==> src/rtl/frame_capture_ctrl.sv <==
// Captures one camera frame into the frame buffer. Writes are registered one cycle after each pixel strobe.
// There is no backpressure: the RAM port accepts every write. CAPTURE_ROI_EN enables the capture window offset.
module frame_capture_ctrl #(
  parameter int H_PIXELS = 320,
  parameter int V_LINES  = 240,
  parameter int ADDR_W   = 17,
  parameter int PIX_W    = 8,
  parameter int ROI_X0   = 0,
  parameter int ROI_Y0   = 0
) (
  input  logic              clk,
  input  logic              reset,
  input  logic              start,
  input  logic              cam_vsync,
  input  logic              cam_href,
  input  logic              cam_pix_valid,
  input  logic [PIX_W-1:0]  cam_data,
  output logic              busy,
  output logic              done,
  output logic              short_frame,
  output logic              wr_en,
  output logic [ADDR_W-1:0] wr_addr,
  output logic [PIX_W-1:0]  wr_data
);

`ifdef CAPTURE_ROI_EN
  localparam int X0 = ROI_X0;
  localparam int Y0 = ROI_Y0;
`else
  // Window pinned to the frame origin; the offset parameters have no effect.
  localparam int X0 = 0 * ROI_X0;
  localparam int Y0 = 0 * ROI_Y0;
`endif

  localparam int COL_W  = $clog2(X0 + H_PIXELS + 1);
  localparam int LINE_W = $clog2(Y0 + V_LINES + 1);
  localparam logic [COL_W-1:0]  COL_END  = COL_W'(X0 + H_PIXELS);
  localparam logic [LINE_W-1:0] LINE_END = LINE_W'(Y0 + V_LINES);

  typedef enum logic [1:0] {
    IDLE,
    ARM,
    CAPTURE,
    DONE
  } state_t;

  typedef struct packed {
    logic              en;
    logic [ADDR_W-1:0] addr;
    logic [PIX_W-1:0]  dat;
  } wr_t;

  state_t              state_q, state_d;
  logic                vsync_q, href_q;
  logic [COL_W-1:0]    col_q;
  logic [LINE_W-1:0]   line_q;
  logic [LINE_W-1:0]   line_inc;
  logic [ADDR_W-1:0]   addr_q;
  logic                short_q;
  wr_t                 wr_q;

  logic vsync_fe, vsync_re, href_fe;
  logic in_window, frame_complete;
  logic clr_cnt, store, col_adv, line_adv, set_short;

  assign vsync_fe = ~cam_vsync & vsync_q;
  assign vsync_re = cam_vsync & ~vsync_q;
  assign href_fe  = ~cam_href & href_q;
  assign line_inc = line_q + 1'b1;

  // The line closed by href_fe finishes the window when it is the last stored line.
  assign frame_complete = href_fe && (line_inc == LINE_END);

`ifdef CAPTURE_ROI_EN
  localparam logic [COL_W-1:0]  COL_START  = COL_W'(X0);
  localparam logic [LINE_W-1:0] LINE_START = LINE_W'(Y0);
  assign in_window = (col_q >= COL_START) && (col_q < COL_END) && (line_q >= LINE_START);
`else
  assign in_window = (col_q < COL_END);
`endif

  always_ff @(posedge clk) begin
    if (reset) begin
      state_q <= IDLE;
    end else begin
      state_q <= state_d;
    end
  end

  always_comb begin
    state_d   = state_q;
    busy      = 1'b0;
    done      = 1'b0;
    clr_cnt   = 1'b0;
    store     = 1'b0;
    col_adv   = 1'b0;
    line_adv  = 1'b0;
    set_short = 1'b0;
    case (state_q)
      IDLE: begin
        if (start) begin
          clr_cnt = 1'b1;
          state_d = ARM;
        end
      end
      ARM: begin
        busy = 1'b1;
        if (vsync_fe) state_d = CAPTURE;
      end
      CAPTURE: begin
        busy = 1'b1;
        if (cam_href && cam_pix_valid) begin
          col_adv = (col_q < COL_END);
          store   = in_window;
        end
        if (href_fe) begin
          line_adv = 1'b1;
          if (frame_complete) state_d = DONE;
        end
        // A line completing the window on the same cycle wins over the vsync rise.
        if (vsync_re && !frame_complete) begin
          set_short = 1'b1;
          state_d   = DONE;
        end
      end
      DONE: begin
        done    = 1'b1;
        state_d = IDLE;
      end
      default: state_d = IDLE;
    endcase
  end

  always_ff @(posedge clk) begin
    if (reset) begin
      vsync_q <= 1'b0;
      href_q  <= 1'b0;
      col_q   <= '0;
      line_q  <= '0;
      addr_q  <= '0;
      short_q <= 1'b0;
      wr_q    <= '0;
    end else begin
      vsync_q <= cam_vsync;
      href_q  <= cam_href;
      if (clr_cnt) begin
        col_q   <= '0;
        line_q  <= '0;
        addr_q  <= '0;
        short_q <= 1'b0;
      end else begin
        if (line_adv) begin
          col_q  <= '0;
          line_q <= line_inc;
        end else if (col_adv) begin
          col_q <= col_q + 1'b1;
        end
        if (set_short) short_q <= 1'b1;
        if (store) addr_q <= addr_q + 1'b1;
      end
      wr_q.en <= store;
      if (store) begin
        wr_q.addr <= addr_q;
        wr_q.dat  <= cam_data;
      end
    end
  end

  assign short_frame = short_q;
  assign wr_en       = wr_q.en;
  assign wr_addr     = wr_q.addr;
  assign wr_data     = wr_q.dat;

endmodule

==> config.mk <==
export PLATFORM = sky130hd
export DESIGN_NAME = frame_capture_ctrl
export DESIGN_NICKNAME = d
export VERILOG_FILES = /design/src/rtl/frame_capture_ctrl.sv
export SDC_FILE = /design/constraint.sdc
export NUM_CORES = 1
export LEC_CHECK = 0
export CAP_MARGIN = 20
export CORE_AREA = 2 2 79 81
export CTS_CLUSTER_DIAMETER = 50
export DETAILED_ROUTE_END_ITERATION = 12
export DIE_AREA = 0 0 81 83
export PLACE_DENSITY = 0.73
export SLEW_MARGIN = 15
export SYNTH_ARGS = -nofsm -noshare
export SYNTH_HDL_FRONTEND = slang
export SYNTH_SLANG_ARGS = --single-unit
==> constraint.sdc <==
create_clock -name clk -period 1.85 [get_ports clk]
set_input_delay 0.37 -clock clk [delete_from_list [all_inputs] [get_ports clk]]
set_output_delay 0.37 -clock clk [all_outputs]
set_load 0.02 [all_outputs]
==> flow_summary_export.csv, run 1 <==
group,metric,value,unit
run_status,status,"finished clean",
synth,synth_top_area_cell,"dfxtp_1",
drt,wl,5550,µm
global_route,grt_pass1_wl,9470,µm
setup_path,reg2reg_to,"addr_q[13]",
cts,cts.htree.levels,3,
setup_path,crit_fanout,7,
die,chipHeight,83,µm
cts,clkLatencyLatePin,0.33,ns
drt,wire_per_inst,12.0,µm
cts,cts_inserted_buffers,9,
die,initial_core_util,46.5,%
synth,synth_edf_count,0,
sta,fin_crit_sh,96.5,%
cts,ctsHoldBuffers,0,
sta,relSlewSlack,78.2,%
place,hpwl,3840,µm
drt,drt-pass1-iter-count,4,
sta,hold_viol,0,
place,dpl_cell_area,3330,µm²
global_route,track_usage,17.7,%
setup_path,end_kind,"flop",
synth,ys_seq_elements,65,
die,die_x,81,µm
setup_path,r2r_setup_slack,0.07,ns
final_layout,area_growth,32.0,%
cts,clock_sinks,65,
final_layout,drive_above_1_share,13.4,%
sta,max_freq,560,MHz
setup_path,cp-start-kind,"primary input",
global_route,grt_antenna_before_repair,0,
drt,drt_iter0_drc,109,
cts,cts_tree,"yes",
setup_path,path_class,"in2reg",
synth,synth.area.top_cells,"dfxtp_1 (48%), nand2_1 (9.2%), xnor2_1 (6.2%)",
cts,clk_pin_slew_worst_paths,0.07,ns
drt,via_per_inst,5.06,
setup_path,reg2regPathDepth,6,
global_route,global_route.overflow_total,0,
hold_path,hold_end,"wr_addr[16]",
drt,antenna_left,0,
final_layout,stdcell_area,3570,µm²
synth,avgSynthCellArea,8.39,µm²
setup_path,crit_start,"cam_href",
sta,post-route-min-period,1.79,ns
hold_path,hold_path_class,"reg2reg",
final_layout,antenna_cells,0,
place,gp_congestion,0.799,
setup_path,rr_startpoint,"state_q[0]",
synth,synth_top_area_share,48.1,%
sta,setup_viol,0,
synth,synthFlopType,"dfxtp_1",
synth,ys_seq_area_share,48.1,%
die,top_level_ports,43,
global_route,grt_pass1_vias,2162,
final_layout,n_fill_cell,511,
die,design.core.area,5820,µm²
hold_path,hold_path_depth,2,
synth,syn_inst,322,
place,port_buffers,42,
pwr,p_per_area,918,nW/µm²
final_layout,final_util,61.4,%
final_layout,nets,405,
die,rows,28,
drt,drc,0,
drt,vias,2343,
die,die_area,6720,µm²
synth,ys_warn_count,0,
synth,yosysMostFrequentCell,"nand2_1",
pwr,power.leakage,1.25,nW
synth,synthesis.area,2700,µm²
cts,cts.path.max_buffers,2,
synth,synth_commonest_cells,"nand2_1 (66), dfxtp_1 (65), nor2_1 (36), a21oi_1 (33), xnor2_1 (19)",
pwr,irDropWorstVdd,0.609,mV
cts,root_buffer,"clkbuf_8",
hold_path,min_from,"wr_addr[16]",
job,max-cap-violations,0,
setup_path,critPathRequiredTime,2.11,ns
sta,worst_slew_pin_slew,0.327,ns
global_route,grt_start_max_net_pins,32,
synth,synth_fp_nets,344,
synth,synth_cell_types,39,
sta,clock_skew,0.00881,ns
sta,hold_slack,0.453,ns
sta,finalMaxSlewViolations,0,
synth,synthArstFlopShare,0,%
setup_path,arrival,2.04,ns
timing repair:
action                     in CTS  in global routing
setup buffers                   0                  1
gates resized for setup         4                  7
cloned                          0                  0
setup endpoints to repair       6                 15
pin swaps                       1                  0
state kept, by name, indices dropped and copies added, names as in the netlist:
register / count
href_q: 1
addr_q: 17
short_frame: 1
line_q: 8
wr_addr: 17
wr_data: 8
col_q: 9
vsync_q: 1
state_q: 2
wr_en: 1
logic make-up after synthesis:
| kind of cell | Yosys count | synth area share, % |
|---|---|---|
| flops | 65 | 48.1 |
| fa+ha+maj | 8 | 3.70 |
| xor+xnor | 28 | 9.07 |
| simple gates | 151 | 25.8 |
| buf+inv | 23 | 3.24 |
| compound gates | 45 | 9.26 |
| mux | 2 | 0.741 |
critical path, cell delays in order:
cell and delay, ns:
clkdlybuf4s50_1 0.50, nand3_2 0.09, or4b_4 0.57, or3_1 0.36
a21oi_1 0.16
per-layer routing:
layer	wire length, µm	up-vias	global-route usage [%]	share of wire [%]
met2	2700	42	27.4	49
li1	-	1192	-	-
met3	178	11	3.91	3.2
met1	2570	1098	23.3	46
met5	0	-	0	0
met4	103	0	7.86	1.9
metrics by stage:
stage          cells  TNS (ns)  total power [W]  worst slack (ns)
6_report         463         0          0.00327            0.0644
5_1_grt          463  -0.00425          0.00345          -0.00425
4_1_cts          462         0          0.00332           0.00857
3_5_place_dp     446     -9.34          0.00210            -0.391
3_3_place_gp     446     -7.61          0.00209            -0.333
2_1_floorplan    322         0          0.00185            0.0223
power breakdown:
group,leakage [nW],internal (W),total (W),switching [W]
logic,0.619,0.000252,0.000583,0.000331
clock network,0.107,0.000732,0.00123,0.000499
registers,0.524,0.00144,0.00146,0.0000218
cell type report:
cell class / instances / area (µm²) / share of cell area [%]
clock buffers: 14 / 173 / 4.84
well taps: 75 / 93.8 / 2.63
multi-input cells: 234 / 1350 / 37.7
inverters: 7 / 26.3 / 0.736
clock inverters: 2 / 35.0 / 0.982
repair buffers: 66 / 594 / 16.7
flip-flops and latches: 65 / 1300 / 36.5
cells in the final DEF (no fill, tap or decap), types with 2 or more instances in the layout:
master / n
a21oi_1: 33
and3_1: 4
buf_4: 24
clkbuf_1: 2
clkbuf_8: 12
clkdlybuf4s50_1: 40
dfxtp_1: 65
ha_1: 7
inv_1: 6
mux2i_1: 2
nand2_1: 65
nand2b_1: 3
nand3_1: 6
nand4_1: 8
nor2_1: 36
nor2b_1: 2
nor3_1: 7
o21ai_0: 4
or3_1: 4
xnor2_1: 19
xor2_1: 9
how the worst max path moves through the flow:
stage            endpoint  slack (ns)  cells past startpoint
2_1_floorplan  addr_q[13]        0.02                      7
3_5_place_dp   addr_q[13]       -0.39                      5
5_1_grt        addr_q[14]      -0.004                      9
6_report       addr_q[13]        0.06                      5
4_1_cts              busy       0.009                      4
3_3_place_gp   addr_q[15]       -0.33                      6
No activity file was read; power rests on OpenSTA's default activity.
==> inputs of run 2 (changes only) <==
Settings changed: CORE_AREA 2 2 79 81 to 2 2 80 82, DIE_AREA 0 0 81 83 to 0 0 82 84, PLACE_DENSITY 0.73 to 0.72.
==> flow_summary_export.csv, run 2 (synthesis results as in run 1) <==
group,metric,value,unit
run_status,status,"finished clean",
cts,cts.htree.levels,3,
sta,clock_skew,0.00837,ns
final_layout,nets,409,
drt,vias,2314,
hold_path,min_from,"short_frame",
die,top_level_ports,43,
place,hpwl,3870,µm
pwr,irDropWorstVdd,0.589,mV
sta,worst_slew_pin_slew,0.318,ns
setup_path,crit_fanout,5,
setup_path,cp-start-kind,"flop",
setup_path,rr_startpoint,"state_q[0]",
pwr,finalPower,0.00345,W
die,design.core.area,6100,µm²
cts,clkLatencyLatePin,0.34,ns
global_route,grt_pass1_vias,2239,
hold_path,hold_end,"short_frame",
cts,cts_inserted_buffers,9,
die,die_x,82,µm
drt,via_per_inst,4.93,
drt,drt_iter0_drc,87,
cts,cts_tree,"yes",
sta,post-route-min-period,1.77,ns
drt,antenna_left,0,
cts,post-cts-setup-buffers,0,
final_layout,antenna_cells,0,
job,max-cap-violations,0,
cts,clk_pin_slew_worst_paths,0.07,ns
setup_path,critPathRequiredTime,2.08,ns
die,chipHeight,84,µm
setup_path,arrival,1.99,ns
cts,root_buffer,"clkbuf_8",
die,die_area,6890,µm²
place,gp_congestion,0.781,
sta,fin_ws,0.0817,ns
sta,finalMaxSlewViolations,0,
setup_path,reg2regPathDepth,7,
place,dp_slack,-0.311,ns
die,rows,29,
global_route,grt_start_max_net_pins,32,
final_layout,final_cell_mix,"nand2_1 (66), dfxtp_1 (64), clkdlybuf4s50_1 (40)",
place,port_buffers,42,
global_route,grt_antenna_before_repair,0,
sta,grt_setup_unrepaired,"no",
setup_path,path_class,"reg2reg",
hold_path,hold_path_class,"reg2reg",
hold_path,hold_path_depth,2,
sta,finalSetupTns,0,ns
setup_path,reg2reg_to,"addr_q[15]",
pwr,power.leakage,1.28,nW
drt,drc,0,
setup_path,end_kind,"flop",
final_layout,drive_above_1_share,13.8,%
drt,wl,5570,µm
drt,drt-pass1-iter-count,4,
setup_path,r2r_setup_slack,0.08,ns
cts,clock_sinks,65,
cts,cts.path.max_buffers,2,
global_route,grt_pass1_wl,9830,µm
sta,fin_crit_sh,95.6,%
drt,wire_per_inst,11.9,µm
global_route,global_route.overflow_total,0,
pwr,p_per_area,957,nW/µm²
sta,relSlewSlack,78.6,%
sta,hold_viol,0,
die,initial_core_util,44.3,%
final_layout,final_common_cell,"nand2_1",
sta,setup_viol,0,
final_layout,area_growth,33.3,%
global_route,track_usage,18.3,%
sta,max_freq,566,MHz
==> run 2: cell types whose count changed in the layout (fill, tap and decap cells not counted), sizes merged <==
cell	change
buf	+5
bufinv	+1
clkbuf	-5
clkinv	+1
clkinvlp	+1
inv	+1
==> run 2: power breakdown <==
part,switching (W),internal [W]
Clock,0.000563,0.000799
Sequential,0.0000239,0.00144
Combinational,0.000339,0.000282
Total,0.000926,0.00252
==> run 2: how the worst max path moves through the flow <==
stage | to | start | depth (start not counted) | slack [ns]
after floorplan | addr_q[13] | state_q[0] | 7 | 0.02
after global placement | addr_q[15] | cam_href | 6 | -0.26
after detailed placement | addr_q[15] | cam_href | 6 | -0.31
after CTS | addr_q[13] | state_q[0] | 6 | 0.009
after global routing | addr_q[15] | state_q[0] | 7 | 0.01
final | addr_q[15] | state_q[0] | 7 | 0.08
==> run 2: area by class of cell <==
type / count / area, µm²
sequential: 65 / 1300
inverter: 7 / 26.3
multi-input combinational: 234 / 1330
clock inverter: 6 / 90.1
timing repair buffer: 70 / 624
clock buffer: 10 / 138
fill: 548 / 2490
tap: 77 / 96.3
==> run 2: stage by stage <==
step	hold WS, ns	cell area [µm²]	instances	utilization, %
CTS	0.454	3600	469	59.1
detailed placement	0.444	3370	453	55.3
global route	0.475	3600	469	59.1
global placement	0.436	3370	453	55.3
finish	0.450	3600	469	59.1
floorplan	0.444	2710	322	-
==> run 2: routing by layer <==
metal  vias up  GRT usage, %  part of all wire (%)  wire (µm)
li1       1199             -                     -          -
met1      1076          23.2                    48       2680
met2        29          28.8                    47       2640
met3        10          3.25                   2.0        109
met4         0          10.0                   2.6        145
met5         -             0                     0          0
==> run 2: worst max-delay path, cell delays in order, from the launching register on <==
cell	delay [ns]
dfxtp_1	0.32
inv_2	0.05
ha_2	0.19
nand3_2	0.09
or4b_4	0.55
nor3_1	0.24
xnor2_1	0.15
nor2_1	0.06
==> run 2: repair_timing <==
item | CTS | global route
cloned | 0 | 0
hold buffers | 0 | 0
pin swaps | 0 | 2
resized for setup | 6 | 2
setup endpoints to repair | 5 | 5
==> inputs of run 3 (changes only) <==
Settings changed: PLACE_DENSITY 0.72 to 0.7, SETUP_SLACK_MARGIN set to 0.2.
==> flow_summary_export.csv, run 3 (synthesis results as in run 1) <==
group,metric,value,unit
drt,antenna_left,0,
final_layout,area_growth,33.7,%
sta,fin_ws,0.142,ns
hold_path,min_from,"short_frame",
run_status,status,"finished clean",
setup_path,r2r_setup_slack,0.16,ns
sta,post-route-min-period,1.71,ns
setup_path,rr_startpoint,"state_q[0]",
sta,clock_skew,0.00912,ns
setup_path,critPathRequiredTime,2.12,ns
setup_path,reg2regPathDepth,6,
setup_path,end_kind,"flop",
setup_path,cp_slowest_cell,"or4b_4",
hold_path,hold_end,"short_frame",
final_layout,final_cells,464,
place,gp_congestion,0.782,
global_route,global_route.overflow_total,0,
global_route,grt_pass1_wl,9710,µm
drt,via_per_inst,4.99,
sta,finalSetupTns,0,ns
global_route,grt_pass1_vias,2193,
job,max-cap-violations,0,
hold_path,hold_path_depth,2,
final_layout,antenna_cells,0,
drt,vias,2316,
sta,max_freq,585,MHz
cts,clk_pin_slew_worst_paths,0.07,ns
sta,finalMaxSlewViolations,0,
drt,drt_iter0_drc,96,
cts,cts.htree.levels,3,
drt,drc,0,
pwr,p_per_area,893,nW/µm²
pwr,power.leakage,1.50,nW
die,design.core.area,6100,µm²
sta,setup_viol,0,
pwr,finalPower,0.00322,W
die,top_level_ports,43,
cts,root_buffer,"clkbuf_8",
global_route,track_usage,18.2,%
setup_path,path_class,"in2reg",
final_layout,nets,406,
die,die_area,6890,µm²
die,rows,29,
die,chipHeight,84,µm
sta,fin_crit_sh,92.4,%
sta,worst_slew_pin_slew,0.335,ns
setup_path,reg2reg_to,"addr_q[9]",
final_layout,final_common_cell,"nand2_1",
global_route,grt_antenna_before_repair,0,
setup_path,crit_fanout,6,
final_layout,final_cell_mix,"nand2_1 (65), dfxtp_1 (60), nor2_1 (35)",
die,die_x,82,µm
sta,relSlewSlack,77.7,%
setup_path,arrival,1.98,ns
drt,drt-pass1-iter-count,4,
cts,cts.path.max_buffers,2,
global_route,grt_start_max_net_pins,32,
cts,clkLatencyLatePin,0.34,ns
setup_path,cp-start-kind,"primary input",
die,initial_core_util,44.3,%
sta,hold_viol,0,
drt,wl,5640,µm
cts,cts_inserted_buffers,9,
setup_path,critPathMaxStageDelay,0.54,ns
hold_path,hold_path_class,"reg2reg",
sta,grt_setup_unrepaired,"yes",
place,port_buffers,42,
final_layout,n_fill_cell,542,
place,dpl.cell_count,446,
drt,wire_per_inst,12.2,µm
place,dp_slack,-0.339,ns
place,hpwl,3830,µm
cts,clock_sinks,65,
pwr,irDropWorstVdd,0.577,mV
cts,cts_tree,"yes",
setup_path,crit_path_cell_trace,"clkdlybuf4s50_1, nand3_2, or4b_4, or3_4, a21oi_2",
final_layout,drive_above_1_share,17.6,%
-- run 3: changes by cell type in the layout (fill, tap and decap cells not counted), sizes merged --
cell	change
clkdlybuf4s50	-28
dlygate4sd2	+20
dlymetal6s2s	+7
buf	-4
clkbuf	+2
bufinv	-1
clkinv	+1
clkinvlp	-1
inv	-1
-- run 3: stage by stage --
stage	area [µm²]	hold slack, ns	utilization, %
global route	3610	0.469	59.3
floorplan	2740	0.444	-
CTS	3530	0.453	58.0
detailed placement	3340	0.446	54.8
global placement	3340	0.440	54.8
finish	3610	0.449	59.3
-- run 3: worst max path at each step --
| stage | from | to | slack (ns) | depth (start not counted) |
|---|---|---|---|---|
| final | cam_pix_valid | addr_q[9] | 0.14 | 5 |
| after global routing | state_q[0] | addr_q[11] | 0.10 | 7 |
| after CTS | state_q[1] | busy | 0.04 | 3 |
| after detailed placement | cam_href | addr_q[13] | -0.34 | 5 |
| after global placement | cam_href | addr_q[13] | -0.28 | 5 |
| after floorplan | state_q[0] | addr_q[13] | 0.13 | 7 |
-- run 3: cell type report --
class / instances / area (µm²) / area share (%)
tap: 77 / 96.3 / 2.67
clock buffer: 10 / 138 / 3.81
sequential: 65 / 1310 / 36.3
clock inverter: 4 / 45.0 / 1.25
inverter: 7 / 28.8 / 0.797
multi-input combinational: 234 / 1410 / 38.9
timing repair buffer: 67 / 589 / 16.3
-- run 3: worst max-delay path: cells and delay by family --
kind | cells | cell delay (ns)
simple gates | 3 | 0.97
compound gates | 1 | 0.12
buf+inv | 1 | 0.51
-- run 3: metal layers --
| metal | track usage (%) | wire [µm] |
|---|---|---|
| met5 | 0 | 0 |
| met4 | 8.79 | 85 |
| met3 | 5.30 | 171 |
| met2 | 28.8 | 2750 |
| met1 | 22.3 | 2630 |
-- run 3: report_power, final --
part	internal, W	switching (W)	total [W]
sequential	0.00145	0.0000367	0.00148
combinational	0.000252	0.000346	0.000598
clock	0.000637	0.000507	0.00114
total	0.00234	0.000889	0.00322
-- run 3: timing repair --
| action | 4_1_cts | 5_1_grt |
|---|---|---|
| hold buffers | 0 | 0 |
| gates resized for setup | 30 | 24 |
| endpoints found under the setup margin | 33 | 54 |
| buffers inserted | 2 | 2 |
| pin swaps | 5 | 8 |
